**src/rtl/imm_extend_pipe.sv**
```systemverilog
// imm_extend_pipe: decode-side immediate generator feeding a 2-entry skid FIFO.
// Define IMM_EXTEND_ZIMM_EN to decode imm_src 101 as the CSR zimm immediate.
module imm_extend_pipe #(
    parameter int XLEN  = 32,
    parameter int TAG_W = 5
) (
    input  logic             clk,
    input  logic             reset,
    input  logic             in_valid,
    output logic             in_ready,
    input  logic [24:0]      in_instr,
    input  logic [2:0]       in_imm_src,
    input  logic [TAG_W-1:0] in_tag,
    output logic             out_valid,
    input  logic             out_ready,
    output logic [XLEN-1:0]  out_imm,
    output logic [TAG_W-1:0] out_tag,
    output logic             out_illegal
);

    typedef struct packed {
        logic [XLEN-1:0]  imm;
        logic [TAG_W-1:0] tag;
        logic             illegal;
    } entry_t;

    localparam logic [2:0] SRC_I = 3'b000;
    localparam logic [2:0] SRC_S = 3'b001;
    localparam logic [2:0] SRC_B = 3'b010;
    localparam logic [2:0] SRC_J = 3'b011;
    localparam logic [2:0] SRC_U = 3'b100;
`ifdef IMM_EXTEND_ZIMM_EN
    localparam logic [2:0] SRC_Z = 3'b101;
`endif

    entry_t     ext;
    entry_t     mem_q [2];
    entry_t     mem_n [2];
    entry_t     head_q;
    logic       hd_q;
    logic       hd_n;
    logic       tl_q;
    logic       tl_n;
    logic [1:0] cnt_q;
    logic [1:0] cnt_n;
    logic       push;
    logic       pop;
    logic       sgn;

    // in_instr[k] holds instruction bit k+7
    assign sgn = in_instr[24];

    always_comb begin
        ext     = '0;
        ext.tag = in_tag;
        unique case (in_imm_src)
            SRC_I: ext.imm = {{(XLEN-11){sgn}}, in_instr[23:13]};
            SRC_S: ext.imm = {{(XLEN-11){sgn}}, in_instr[23:18], in_instr[4:0]};
            SRC_B: ext.imm = {{(XLEN-12){sgn}}, in_instr[0], in_instr[23:18],
                              in_instr[4:1], 1'b0};
            SRC_J: ext.imm = {{(XLEN-20){sgn}}, in_instr[12:5], in_instr[13],
                              in_instr[23:14], 1'b0};
            SRC_U: ext.imm = {{(XLEN-31){sgn}}, in_instr[23:5], 12'b0};
`ifdef IMM_EXTEND_ZIMM_EN
            SRC_Z: ext.imm = {{(XLEN-5){1'b0}}, in_instr[12:8]};
`endif
            default: ext.illegal = 1'b1;
        endcase
    end

    assign in_ready  = (cnt_q != 2'd2);
    assign out_valid = (cnt_q != 2'd0);
    assign push      = in_valid & in_ready;
    assign pop       = out_valid & out_ready;

    always_comb begin
        mem_n[0] = mem_q[0];
        mem_n[1] = mem_q[1];
        if (push) mem_n[tl_q] = ext;
        hd_n = hd_q ^ pop;
        tl_n = tl_q ^ push;
        unique case ({push, pop})
            2'b10:   cnt_n = cnt_q + 2'd1;
            2'b01:   cnt_n = cnt_q - 2'd1;
            default: cnt_n = cnt_q;
        endcase
    end

    // Output register tracks the next head; it holds when the FIFO drains.
    always_ff @(posedge clk) begin
        if (reset) begin
            mem_q[0] <= '0;
            mem_q[1] <= '0;
            head_q   <= '0;
            hd_q     <= 1'b0;
            tl_q     <= 1'b0;
            cnt_q    <= 2'd0;
        end else begin
            mem_q[0] <= mem_n[0];
            mem_q[1] <= mem_n[1];
            hd_q     <= hd_n;
            tl_q     <= tl_n;
            cnt_q    <= cnt_n;
            if (cnt_n != 2'd0) head_q <= mem_n[hd_n];
        end
    end

    assign out_imm     = head_q.imm;
    assign out_tag     = head_q.tag;
    assign out_illegal = head_q.illegal;

endmodule

```
**config.mk**
```make
export PLATFORM = sky130hd
export DESIGN_NAME = imm_extend_pipe
export DESIGN_NICKNAME = d
export VERILOG_FILES = /design/src/rtl/imm_extend_pipe.sv
export SDC_FILE = /design/constraint.sdc
export NUM_CORES = 1
export LEC_CHECK = 0
export CAP_MARGIN = 10
export CORE_AREA = 2 2 94 118
export DETAILED_ROUTE_END_ITERATION = 10
export DIE_AREA = 0 0 96 120
export GPL_TIMING_DRIVEN = 0
export HOLD_SLACK_MARGIN = 0.03
export PLACE_DENSITY = 0.79
export SYNTH_ARGS = -nofsm -noshare
export SYNTH_HDL_FRONTEND = slang
export SYNTH_SLANG_ARGS = --single-unit
```
**constraint.sdc**
```tcl
create_clock -name clk -period 3.3 [get_ports clk]
set_input_delay 0.33 -clock clk [delete_from_list [all_inputs] [get_ports clk]]
set_output_delay 0.33 -clock clk [all_outputs]
set_load 0.01 [all_outputs]
```
==> results by group, run 1 <==
Yosys
  • Syn Inst Count: 648
  • Top-area cell type share of the netlist area: 42.15%
  • Cell with the most instances after synthesis: dfxtp_1
  • Main synth FF type: dfxtp_1
  • Post-synth EDFFs: 0
  • Seq/Total Area, Yosys: around 42%
  • Cell area after synthesis: 0.005604 sq mm
  • Syn_area_per_cell: 8.648 sq um
  • Top post-synthesis cells by area: dfxtp_1 42%, nand2_1 5.7%, mux2i_1 4.8%, nor2_1 4.8%, a21oi_1 4.6%
  • Ys Warns: 0
  • Mapped Nets: approximately 690
  • Synthesis-stage register bit count: approximately 120
  • Area leader, netlist: dfxtp_1
  • Synth unique cells: between 50 and 60
  • Commonest cells in the netlist: 118 x dfxtp_1, 85 x nand2_1, 71 x nor2_1
  • Post-synth ARST share: 0%

Drt
  • Drt via density: just under 6
  • Remaining antenna violation count after routing: 0
  • Initial DRC Count: approximately 350
  • DR pass1 iterations: 7
  • Post-Route WL: 16130 um
  • DRC: 0
  • Vias after detailed routing: 5243
  • WL per Instance: between 15 and 20 um

Floorplanning
  • Die Ht: between 100 and 150 um
  • # rows: 42
  • Std-Cell Core Area: roughly 0.010 sq mm
  • Total Die Area: ~0.012 sq mm
  • Initial Util: 53.59%
  • Chip width: approximately 96 um
  • # IOs: a little under 80

Clocking
  • TritonCTS buffer count: 17
  • Htree depth: 4
  • Clock root cell: clkbuf_16
  • Clock slew at reported path FFs: about 0.05 ns
  • Resized Gates After CTS: 0
  • Post-CTS setup buffers: 0
  • Clock Latency Late Sink: between 0.4 and 0.5 ns
  • Maximum buffer depth of the clock tree: 2
  • CTS Sinks: 118
  • CTS tree: done
  • Hold_buf cts: 0

Setup path
  • CP Data Required Time: 3.61 ns
  • Crit-path max FO: 10
  • R2R setup slack: slightly below 0.4 ns
  • Crit. End Element: register
  • Crit path DAT: about 3.2 ns
  • Worst R2R Path Depth: 10
  • Setup CP Type: reg2reg
  • CP Launch Type: register

Pwr
  • Max VDD drop: roughly 0.45 mV
  • Static Leakage: between 0.002 and 0.003 uW
  • Power per standard cell area: 950.4 mW/mm^2
  • Design Power: a little under 7000 uW

GRT
  • First-pass GRT wire length: roughly 26000 um
  • Number of global-route vias before repair: 5147
  • Total track usage: slightly below 30%
  • Initial antenna violation count: 0
  • Grt total ovfl: 0
  • Pin count of the biggest net entering global routing: 17

Final layout
  • Diode count: 0
  • Area grow syn2layout: 26.48%
  • Share of layout cells above drive strength 1: between 10 and 15%
  • Final Util: roughly two thirds
  • Nets: 778
  • Final cell count without fillers: around 880

Timing
  • Rel. slew slack: between 40% and 50%
  • RSZ-0062 raised after global routing: false
  • Post-route setup TNS: 0 ns
  • Fmax: around 340 MHz
  • Fin. max-slew vios: 0
  • Final hold violations: 0
  • Final WS setup: roughly 0.38 ns
  • Worst Max-Slew Pin Slew: ~0.8 ns
  • Final Cycle Share: around nine tenths
  • Min Tclk post-route: a little under 3 ns
  • Setup violations, final: 0
  • Final Skew: about 0.0066 ns

Min path
  • Worst Hold Class: in2reg
  • Hold Crit Depth: 4

Outcome
  • Status: finished, final reports clean

Placement
  • Setup WS pre-CTS: 0.2234 ns
  • Routability congestion estimate: roughly 0.88
  • Dpl hpwl: between 10000 and 15000 um
  • Port bufs: 73
  • Placed cell count: approximately 850

Flow run
  • Max-cap violations: 0
[cell families after synthesis]
logic type	count (synthesis)	share of synthesized area [%]
AO/OA/AOI/OAI	162	20.29
XOR/XNOR	7	1.362
adder cells (fa/ha/maj)	1	0.2232
buffers and inverters	60	5.559
flip-flops	118	42.15
multiplexers	27	4.823
AND/OR/NAND/NOR	273	25.59
[critical path, cell delays in order (launching register included)]
cell and delay, ns:
dfxtp_1 0.39, nor2b_1 0.18, buf_6 0.14, inv_4 0.11, nand2_1 0.09, ha_1 0.38
and4bb_2 0.28, nor3_4 0.41, nand2_1 0.25, buf_2 0.27, o221a_2 0.31
[metrics by stage]
step	hold WS (ns)	cell area (sq um)
after floorplan	0.4332	5604
after global placement	0.4410	6500
after detailed placement	0.4460	6500
after CTS	0.3847	7088
after global routing	0.4286	7088
final	0.3898	7088
[worst paths after layout]
kind              startpoint           to
hold reg to reg   out_imm[9]   out_imm[9]
setup / recovery    cnt_q[1]  out_imm[22]
setup reg to reg    cnt_q[1]  out_imm[22]
hold / removal      in_valid         tl_q
[cells in the final DEF, fill, tap and decap left out, drive strengths merged, types with 3 or more instances in the layout]
| cell | n |
|---|---|
| nor3b | 8 |
| o22a | 3 |
| or3 | 8 |
| a211o | 6 |
| nor2 | 72 |
| nor3 | 8 |
| o22ai | 8 |
| clkinvlp | 3 |
| a31o | 4 |
| o221a | 11 |
| xnor2 | 4 |
| nand2 | 92 |
| nand3 | 8 |
| clkbuf | 43 |
| nor4 | 9 |
| and3 | 7 |
| bufinv | 3 |
| xor2 | 3 |
| o21ai | 32 |
| and4b | 8 |
| o21a | 5 |
| a21oi | 53 |
| buf | 34 |
| and2 | 3 |
| dfxtp | 118 |
| a211oi | 23 |
| mux2i | 27 |
| a311oi | 13 |
| inv | 4 |
| clkdlybuf4s50 | 73 |
| nor4bb | 8 |
| nor2b | 30 |
| clkinv | 3 |
| nand2b | 9 |
[state kept, by name (all words and copies together), names as in the netlist]
name         cells
mem_q           76
out_tag          5
tl_q             1
cnt_q            2
hd_q             1
out_illegal      1
out_imm         32
[power by group]
| part | leakage, uW | internal (uW) | switching [uW] |
|---|---|---|---|
| sequential | 0.000965 | 1720 | 153 |
| combinational | 0.00144 | 1280 | 1740 |
| clock | 0.000281 | 1210 | 641 |
| total | 0.00269 | 4200 | 2530 |
[area by class of cell]
cell class	instances	area, sq um
inverters	4	17.52
clock inverters	9	127.6
clock buffers	21	460.4
plain buffers	56	294.0
flip-flops and latches	118	2362
repair buffers	73	730.7
fillers	842	3369
multi-input cells	470	2930
well taps	132	165.2
[routing by layer]
layer	share of wire, %	wire length (um)	vias to the layer above	global-route usage, %
li1	-	-	2485	-
met1	41	6606	2526	35.56
met2	51	8290	192	48.48
met3	5.1	829	40	6.089
met4	2.5	407	0	12.95
met5	0	0	-	0
Note: power is estimated with default switching activity, not from simulation.
==> run 2, diff against run 1 <==
--- a/config.mk
+++ b/config.mk
@@ -7,6 +7,7 @@
 export LEC_CHECK = 0
 export CAP_MARGIN = 10
 export CORE_AREA = 2 2 94 118
+export CTS_CLUSTER_SIZE = 8
 export DETAILED_ROUTE_END_ITERATION = 10
 export DIE_AREA = 0 0 96 120
 export GPL_TIMING_DRIVEN = 0
==> results of run 2 <==
Same layout as run 1: the final DEF is identical, and so are final timing and power.
